--- config.mk ---
export PLATFORM = sky130hd
export DESIGN_NAME = mtc2sl_link_tx
export DESIGN_NICKNAME = d
export VERILOG_FILES = /design/src/rtl/mtc_pkg.sv /design/src/rtl/mtc2sl_tx_fifo.sv /design/src/rtl/mtc2sl_link_tx.sv
export SDC_FILE = /design/constraint.sdc
export NUM_CORES = 1
export LEC_CHECK = 0
export ABC_AREA = 1
export ABC_CLOCK_PERIOD_IN_PS = 14900
export CORE_AREA = 3 3 206 208
export DETAILED_ROUTE_END_ITERATION = 16
export DIE_AREA = 0 0 209 211
export PLACE_DENSITY = 0.82
export SKIP_CTS_REPAIR_TIMING = 1
export SYNTH_ARGS = -nofsm -noshare
export SYNTH_HDL_FRONTEND = slang
export SYNTH_SLANG_ARGS = --single-unit
--- constraint.sdc ---
create_clock -name clock -period 14.9 [get_ports clock]
set_input_delay 2.98 -clock clock [delete_from_list [all_inputs] [get_ports clock]]
set_output_delay 2.98 -clock clock [all_outputs]
set_load 0.03 [all_outputs]
--- src/rtl/mtc_pkg.sv ---
// Shared definitions for the MTC-to-SL link transmitter: word sizes, K-words,
// FSM state type and the CRC-8 (poly 0x07) step function.
package mtc_pkg;

   // Stand-in for the value normally provided by l0mdt_dataformats_svh.
   localparam int MTC2SL_LEN = 100;

   localparam logic [31:0] IDLE_WORD    = 32'hBCBC_BCBC;
   localparam logic [7:0]  SOF_K        = 8'h3C;
   localparam logic [7:0]  CRC8_POLY    = 8'h07;
   localparam int          CRC_WORD_MAX = 64;

   typedef enum logic [1:0] {
      ST_IDLE    = 2'd0,
      ST_PAYLOAD = 2'd1,
      ST_CRC     = 2'd2
   } tx_state_t;

   // Folds the low nbits of word into crc, MSB first; init/reflection handled by caller.
   function automatic logic [7:0] crc8_step(input logic [7:0] crc,
                                            input logic [CRC_WORD_MAX-1:0] word,
                                            input int nbits);
      logic [7:0] c;
      logic       fb;
      c = crc;
      for (int i = CRC_WORD_MAX - 1; i >= 0; i--) begin
         if (i < nbits) begin
            fb = c[7] ^ word[i];
            c  = {c[6:0], 1'b0} ^ (fb ? CRC8_POLY : 8'h00);
         end
      end
      return c;
   endfunction

endpackage

--- src/rtl/mtc2sl_tx_fifo.sv ---
// Synchronous show-ahead FIFO; a push into a full FIFO is accepted when a pop
// happens on the same edge.
module mtc2sl_tx_fifo #(
   parameter int W     = 8,
   parameter int DEPTH = 4
) (
   input  logic                       clock,
   input  logic                       rst,
   input  logic                       push,
   input  logic                       pop,
   input  logic [W-1:0]               din,
   output logic [W-1:0]               head,
   output logic                       full,
   output logic                       empty,
   output logic [$clog2(DEPTH):0]     count
);

   localparam int AW = $clog2(DEPTH);

   logic [W-1:0]  mem [DEPTH];
   logic [AW-1:0] wr_ptr;
   logic [AW-1:0] rd_ptr;
   logic          do_push;
   logic          do_pop;

   assign full    = (count == (AW+1)'(DEPTH));
   assign empty   = (count == '0);
   assign head    = mem[rd_ptr];
   assign do_pop  = pop && !empty;
   assign do_push = push && (!full || do_pop);

   always_ff @(posedge clock) begin
      if (rst) begin
         wr_ptr <= '0;
         rd_ptr <= '0;
         count  <= '0;
      end else begin
         if (do_push) wr_ptr <= wr_ptr + AW'(1);
         if (do_pop)  rd_ptr <= rd_ptr + AW'(1);
         count <= count + (AW+1)'(do_push) - (AW+1)'(do_pop);
      end
   end

   // When full, wr_ptr == rd_ptr: the head is captured by the consumer on the
   // same edge that this slot is overwritten.
   always_ff @(posedge clock) begin
      if (do_push) mem[wr_ptr] <= din;
   end

endmodule

--- src/rtl/mtc2sl_link_tx.sv ---
// Frames buffered MTC2SL words as SOF + payload beats (+ CRC-8 beat when
// MTC2SL_TX_CRC_EN is defined) onto a LINK_W-bit link (LINK_W >= 32).
module mtc2sl_link_tx
   import mtc_pkg::*;
#(
   parameter int LINK_W     = 32,
   parameter int FIFO_DEPTH = 4,
   parameter int LINK_SLID  = 0
) (
   input  logic                  clock,
   input  logic                  rst,
   input  logic [MTC2SL_LEN-1:0] mtc2sl,
   input  logic                  link_ready,
   output logic [LINK_W-1:0]     link_data,
   output logic                  link_k,
   output logic                  link_sop,
   output logic                  link_eop,
   output logic                  fifo_full,
   output logic                  overflow,
   output logic [15:0]           drop_cnt,
   output tx_state_t             dbg_state
);

   localparam int NUM_BEATS = (MTC2SL_LEN + LINK_W - 1) / LINK_W;
   localparam int SH_W      = NUM_BEATS * LINK_W;
   localparam int BEAT_W    = $clog2(NUM_BEATS + 1);
   localparam int AW        = $clog2(FIFO_DEPTH);

   // Link handshake: a link word is transferred on every edge where link_ready=1;
   // with link_ready=0 the gearbox is stalled and all link_* outputs hold.

   logic                  in_valid;
   logic                  pop;
   logic                  drop;
   logic [MTC2SL_LEN-1:0] fifo_head;
   logic                  fifo_full_w;
   logic                  fifo_empty;
   logic [AW:0]           fifo_count;

   tx_state_t             state_q, state_n;
   logic [BEAT_W-1:0]     beat_q, beat_n;
   logic [SH_W-1:0]       shreg_q, shreg_n;
   logic [7:0]            seq_q, seq_n;
   logic [LINK_W-1:0]     data_n;
   logic                  k_n, sop_n, eop_n;
`ifdef MTC2SL_TX_CRC_EN
   logic [7:0]            crc_q, crc_n;
`endif

   assign in_valid  = mtc2sl[MTC2SL_LEN-1];
   assign drop      = in_valid && fifo_full_w && !pop;
   assign fifo_full = (fifo_count == (AW+1)'(FIFO_DEPTH));
   assign dbg_state = state_q;

   mtc2sl_tx_fifo #(
      .W     (MTC2SL_LEN),
      .DEPTH (FIFO_DEPTH)
   ) u_fifo (
      .clock (clock),
      .rst   (rst),
      .push  (in_valid),
      .pop   (pop),
      .din   (mtc2sl),
      .head  (fifo_head),
      .full  (fifo_full_w),
      .empty (fifo_empty),
      .count (fifo_count)
   );

   always_comb begin
      state_n = state_q;
      beat_n  = beat_q;
      shreg_n = shreg_q;
      seq_n   = seq_q;
      data_n  = link_data;
      k_n     = link_k;
      sop_n   = link_sop;
      eop_n   = link_eop;
      pop     = 1'b0;
`ifdef MTC2SL_TX_CRC_EN
      crc_n   = crc_q;
`endif
      if (link_ready) begin
         sop_n = 1'b0;
         eop_n = 1'b0;
         case (state_q)
            ST_IDLE: begin
               k_n = 1'b1;
               if (!fifo_empty) begin
                  pop     = 1'b1;
                  shreg_n = SH_W'(fifo_head) << (SH_W - MTC2SL_LEN);
                  data_n  = LINK_W'({SOF_K, seq_q, 6'(LINK_SLID), 10'(NUM_BEATS)});
                  sop_n   = 1'b1;
                  seq_n   = seq_q + 8'd1;
                  beat_n  = '0;
                  state_n = ST_PAYLOAD;
`ifdef MTC2SL_TX_CRC_EN
                  crc_n   = 8'h00;
`endif
               end else begin
                  data_n = LINK_W'(IDLE_WORD);
               end
            end
            ST_PAYLOAD: begin
               data_n  = shreg_q[SH_W-1 -: LINK_W];
               shreg_n = shreg_q << LINK_W;
               k_n     = 1'b0;
               beat_n  = beat_q + BEAT_W'(1);
`ifdef MTC2SL_TX_CRC_EN
               crc_n   = crc8_step(crc_q, CRC_WORD_MAX'(shreg_q[SH_W-1 -: LINK_W]), LINK_W);
`endif
               if (beat_q == BEAT_W'(NUM_BEATS - 1)) begin
`ifdef MTC2SL_TX_CRC_EN
                  state_n = ST_CRC;
`else
                  eop_n   = 1'b1;
                  state_n = ST_IDLE;
`endif
               end
            end
            ST_CRC: begin
`ifdef MTC2SL_TX_CRC_EN
               data_n = LINK_W'(crc_q);
               k_n    = 1'b0;
               eop_n  = 1'b1;
`endif
               state_n = ST_IDLE;
            end
            default: state_n = ST_IDLE;
         endcase
      end
   end

   always_ff @(posedge clock) begin
      if (rst) begin
         state_q   <= ST_IDLE;
         beat_q    <= '0;
         shreg_q   <= '0;
         seq_q     <= 8'd0;
         link_data <= LINK_W'(IDLE_WORD);
         link_k    <= 1'b1;
         link_sop  <= 1'b0;
         link_eop  <= 1'b0;
`ifdef MTC2SL_TX_CRC_EN
         crc_q     <= 8'h00;
`endif
      end else begin
         state_q   <= state_n;
         beat_q    <= beat_n;
         shreg_q   <= shreg_n;
         seq_q     <= seq_n;
         link_data <= data_n;
         link_k    <= k_n;
         link_sop  <= sop_n;
         link_eop  <= eop_n;
`ifdef MTC2SL_TX_CRC_EN
         crc_q     <= crc_n;
`endif
      end
   end

   always_ff @(posedge clock) begin
      if (rst) begin
         overflow <= 1'b0;
         drop_cnt <= 16'd0;
      end else begin
         overflow <= drop;
         if (drop && drop_cnt != 16'hFFFF) drop_cnt <= drop_cnt + 16'd1;
      end
   end

endmodule

==> After elaboration in Yosys (flattened, before gate mapping) <==
Memory sizes are Yosys's and may differ from the RTL's. A register that Yosys moved wholly into a read port is not among the register bits.
Index checks and enable logic that the tools add are counted.
Widths: inputs -> output; s select.
{ "op_classes": {"n_addsub": 7, "eq_ne": 6, "n_bitwise": 1, "mux": 19, "n_reduce_logical": 16} }
{ "ops": {"columns": ["op", "n"], "rows": [
  ["$pmux 128 s2", 1],
  ["$mux 128", 1],
  ["$pmux 32 s2", 1],
  ["$mux 32", 1],
  ["$add 16x1->16 const B", 1],
  ["$ne 16x16->1 const B", 1],
  ["$reduce_and 3->1", 3],
  ["$add 8x1->8 const B", 1],
  ["$mux 2", 4],
  ["$mux 1", 7],
  ["$pmux 3 s2", 1],
  ["$logic_and 1x1->1", 5],
  ["$add 2x1->2 const B", 2],
  ["$ne 2x2->1 const B", 2],
  ["$pmux 2 s2", 1],
  ["$add 3x1->3", 1],
  ["$add 3x1->3 const B", 1],
  ["$eq 3x2->1 const B", 1],
  ["$eq 3x3->1 const B", 1],
  ["$logic_not 1->1", 3],
  ["$logic_not 3->1", 1],
  ["$mux 3", 1],
  ["$sub 3x1->3", 1],
  ["$eq 2x1->1 const B", 1],
  ["6 further kinds", 6]
]} }
{ "word_totals": {"input_bits": 103, "elab_cells": 63, "ff_bits": 200, "ramBits": 400, "memories": 1, "output_inout_bits": 55} }
{ "memory_table": {"columns": ["memory", "depth", "width", "read_ports", "rd_clocked_by_memory_dff", "wr", "line", "source"], "rows": [
  ["u_fifo.mem", 4, 100, 1, 1, 1, "mtc2sl_tx_fifo.sv:20", "logic [W-1:0] mem [DEPTH];"]
]} }

==> Longest topological paths before layout <==
{ "logic_depth": {"ltp_word": 9, "ltp_mapped": 14, "depth_no_buf": 12} }

==> Hierarchy <==
A second synthesis with hierarchy kept.
{ "unflattened": {"cells_unflattened": 1954, "area_unflattened_um2": 22163.8} }
{ "by_module_without_submodules": {"columns": ["module", "n_inst", "cells_each", "seq_area_each_um2", "area_per_inst_um2"], "rows": [
  ["mtc2sl_tx_fifo", 1, 1038, 12191.7, 15444.8],
  ["mtc2sl_link_tx", 1, 916, 3283.1, 6718.9]
]} }

==> Worst setup path after synthesis <==
No wires, ideal clock.
{ "synth_path": {"kind": "input to register", "from": "in link_ready", "to": "mem u_fifo.mem[0][0] (netlist name), enable pin", "n_path_buf": 0, "path_stages": 4, "slack_ns": 6.881, "required_ns": 14.340, "t_arrival_ns": 7.459, "path_cell_list": "nand2_2 > nand3_1 > nand2_1 > nor2_1"} }
{ "synth_between": {"elab_chain_cells": 6} }
{ "synth_lines": {"columns": ["element", "line", "source"], "rows": [
  ["from (decl)", "mtc2sl_link_tx.sv:13", "input logic link_ready,"],
  ["$mux 1", "mtc2sl_link_tx.sv:83", "if (link_ready) begin"],
  ["$logic_and 1x1->1", "mtc2sl_tx_fifo.sv:29", "assign do_pop = pop && !empty;"],
  ["$logic_or 1x1->1", "mtc2sl_tx_fifo.sv:30", "assign do_push = push && (!full || do_pop);"],
  ["$logic_and 1x1->1", "mtc2sl_tx_fifo.sv:30", null],
  ["$mux 1", "mtc2sl_tx_fifo.sv:47", "if (do_push) mem[wr_ptr] <= din;"],
  ["$mux 1 (implied by the code)", "mtc2sl_tx_fifo.sv:47", null],
  ["to (decl)", "mtc2sl_tx_fifo.sv:20", null]
]} }
No other way between the ends.

==> Final worst setup path <==
{ "layout_path": {"from": "in link_ready", "to": "reg u_fifo.count[2]"} }
{ "layout_between": {"elab_chain_cells": 6} }
{ "layout_lines": {"columns": ["element", "line", "source"], "rows": [
  ["$mux 1 (*)", "mtc2sl_link_tx.sv:83", null],
  ["$logic_and 1x1->1 (*)", "mtc2sl_tx_fifo.sv:29", null],
  ["$logic_or 1x1->1", "mtc2sl_tx_fifo.sv:30", null],
  ["$logic_and 1x1->1", "mtc2sl_tx_fifo.sv:30", null],
  ["$add 3x1->3", "mtc2sl_tx_fifo.sv:40", "count <= count + (AW+1)'(do_push) - (AW+1)'(do_pop);"],
  ["$sub 3x1->3 (*)", "mtc2sl_tx_fifo.sv:40", null],
  ["to (signal assigned)", "mtc2sl_tx_fifo.sv:40", null],
  ["to (decl)", "mtc2sl_tx_fifo.sv:15", "output logic [$clog2(DEPTH):0] count"]
]} }
Every way passes the cells marked *; elsewhere a longest branch is shown, timed or not.
A chain may end at the register's enable or synchronous reset.

==> summary.md <==
| Metric | Value |
|---|---|
| Max Clk Rate | 170 MHz |
| Synth-to-Final Area Change | 15.5% |
| Fill cells | 3,002 |
| First-pass GRT wire length | 82,200 um |
| R2R Path Start | dbg_state[0]$_SDFFE_PP0P_ |
| Die width | 209 um |
| H-tree levels | 2 |
| Via count | 16,018 |
| Number of core rows | 74 |
| CTS buffer count | 55 |
| Final core utilization | 0.633 |
| Fin crit share | 0.394 |
| Number of cells on the worst reg-to-reg path | 13 |
| Post-synthesis sequential area ratio | 0.693 |
| Placement Setup Slack | 8.49 ns |
| Clock transition at path regs | 0.06 ns |
| Final WS setup | 9.03 ns |
| Total global routing overflow | 0 |
| Core Region | 0.0407 mm2 |
| Worst-Margin Slew | 1.10 ns |
| CP Data Required Time | 15.38 ns |
| Setup tns final | 0 ns |
| Hold Path Stages | 2 |
| Largest buffer count on any clock path | 3 |
| Drt wl/cell | 18.8 um |
| Iter 0 DRT Violations | 1,789 |
| Post-Synthesis Net Count | 2,236 |
| Initial core utilization | 0.548 |
| Fin nets | 2,337 |
| IO Pins | 158 |
| TritonCTS clock tree | yes |
| Drc violations | 0 |
| Vias in the first global route | 15,267 |
| Antenna Violating Nets Remaining | 0 |
| Clk sinks | 573 |
| N_diodes | 0 |
| Post-DP HPWL | 31,400 um |
| Gr usage total | 0.236 |
| Setup CP Type | input port to register |
| Max-Cap Viols | 0 |
| Prevailing post-synth register cell | edfxtp_1 |
| Layout cell share with drive strength beyond 1 | 0.0529 |
| Synthesized area | 0.0223 mm2 |
| Placed cell count | 2,699 |
| Asr flop ratio synth | 0 |
| Startpoint types | input port |
| Worst EP arrival | 6.35 ns |
| Crit Reg-Reg Endpoint | u_fifo.count[1]$_SDFF_PP0_ |
| Clock Skew | 0.0196 ns |
| 1st-pass router iterations | 6 |
| Syn Area/Cell | 10.5 um2 |
| Initial antenna violation count | 1 |
| Synth cell types | 30 |
| Die height | 211 um |
| GP Congestion | 0.854 |
| Non-filler cells, final | 2,799 |
| Leakage | 0.00931 uW |
| Largest net degree at the start of global routing | 130 |
| Root Buffer | clkbuf_16 |
| P per Cell Area | 164 mW/mm2 |
| Routed wire length | 52,800 um |
| Area contributors post-synth | edfxtp_1 54%, dfxtp_1 16%, nand2_1 11% |
| Worst-Skew Late Latency | 0.59 ns |
| YS warnings | 0 |
| Biggest area consumer among synthesized cells | edfxtp_1 |
| Die area | 0.0441 mm2 |
| Outcome | complete, no violations |
| Final Hold Fails | 0 |
| Hold Startpoint | beat_q[2]$_SDFFE_PP0P_ |
| Via density | 5.72 |
| Final Setup Violations | 0 |
| #FFs+latches synth | 573 |
| Peak supply drop | 0.118 mV |
| RSZ-0062 raised after global routing | no |
| IO Port Bufs | 156 |
| Post-layout min period | 5.87 ns |
| Syn Inst Count | 2,123 |
| Yosys top cell area share | 0.538 |
| Hold Path Sink | beat_q[2]$_SDFFE_PP0P_ |
| Worst R2R Setup Slack | 11.06 ns |
| Crit end category | register |
| Post-synth EDFFs | 400 |
| HP Class | register to register |
| Final slew viol count | 0 |
| Max-Slew Margin vs Limit | 0.266 |
| Total power | 4220 uW |
| CP Max Fanout | 75 |
==> logic make-up (layout without fill, tap and decap cells) <==
kind of cell,count (synthesis),in the layout,share of synthesized area
other cells,1,1,0.000168
flops,573,573,0.693
fa+ha+maj,10,10,0.00594
buf+inv,175,319,0.0362
compound gates,487,487,0.113
simple gates,869,869,0.149
xor+xnor,8,8,0.00314
==> synthesized netlist by cell type (3+ instances only) <==
cell	count
nor2_1	174
o221ai_1	4
nand3_1	17
a31oi_1	3
inv_1	39
xor2_1	5
o21ai_1	92
buf_2	52
buf_1	8
edfxtp_1	400
a21oi_1	145
dfxtp_1	173
xnor2_1	3
buf_4	7
nand2_1	666
inv_2	5
ha_1	9
clkbuf_1	56
o22ai_1	42
o21ai_0	199
nand4_1	6
buf_6	8
==> stage by stage <==
stage / hold slack [ns] / instance area, um2
6_report: 0.462 / 25800
2_1_floorplan: 0.434 / 22300
5_1_grt: 0.481 / 25800
3_3_place_gp: 0.440 / 24100
3_5_place_dp: 0.453 / 24100
4_1_cts: 0.463 / 25800
==> area by class of cell <==
class | count | area (um2) | area share
Clock buffer | 73 | 1510 | 0.0584
Clock inverter | 27 | 184 | 0.00713
Inverter | 44 | 170 | 0.00660
Multi-Input combinational cell | 1375 | 6080 | 0.236
Sequential cell | 573 | 15500 | 0.600
Tap cell | 532 | 666 | 0.0258
Timing Repair Buffer | 175 | 1700 | 0.0660
==> flip-flops by register name, summed over array words and instances (netlist names), 2 cells and up, named ones only <==
name           flops
beat_q             3
u_fifo.rd_ptr      2
u_fifo.count       3
seq_q              8
u_fifo.wr_ptr      2
u_fifo.mem       400
drop_cnt          16
shreg_q          100
link_data         32
==> cells in the final DEF, fill, tap and decap left out, drive strengths merged <==
cell type,n
nand2,668
edfxtp,400
o21ai,293
nor2,175
dfxtp,173
clkdlybuf4s50,155
a21oi,145
clkbuf,73
inv,45
o22ai,42
clkinv,22
buf,20
nand3,17
ha,9
nand4,6
xor2,5
o221ai,4
xnor2,3
a31oi,3
clkinvlp,2
bufinv,2
nor3,1
nand3b,1
or2,1
fa,1
conb,1
==> critical path: stages <==
cell	delay (ns)
clkdlybuf4s50_1	0.46
buf_4	0.29
nand2_2	0.12
inv_2	0.09
nand2_2	0.05
buf_4	0.37
inv_2	0.78
nand2_1	0.20
o21ai_0	0.15
ha_1	0.18
inv_1	0.05
fa_1	0.38
o21ai_0	0.18
a21oi_1	0.06
==> power breakdown <==
group	switching, uW	internal, uW	total (uW)	leakage (uW)
logic	632	260	893	0.00339
registers	115	1910	2030	0.00508
clock network	563	741	1300	0.000835
total	1310	2910	4220	0.00931
==> layer usage <==
layer	wire length [um]	vias up	track usage
met1	20500	7701	0.306
met2	25700	730	0.392
met4	2050	2	0.102
met3	4460	128	0.0449
li1	-	7457	-
met5	13	-	0
==> worst max path at each step <==
stage | start | to | slack [ns] | depth (start not counted)
2_1_floorplan | link_ready | u_fifo.mem[0][0]$_DFFE_PP_ | 6.88 | 4
3_3_place_gp | link_ready | u_fifo.count[2]$_SDFF_PP0_ | 8.49 | 14
3_5_place_dp | link_ready | u_fifo.count[2]$_SDFF_PP0_ | 8.49 | 14
4_1_cts | link_ready | u_fifo.count[2]$_SDFF_PP0_ | 9.06 | 14
5_1_grt | link_ready | u_fifo.count[2]$_SDFF_PP0_ | 8.78 | 14
6_report | link_ready | u_fifo.count[2]$_SDFF_PP0_ | 9.03 | 14
(Power assumes the default switching activity.)
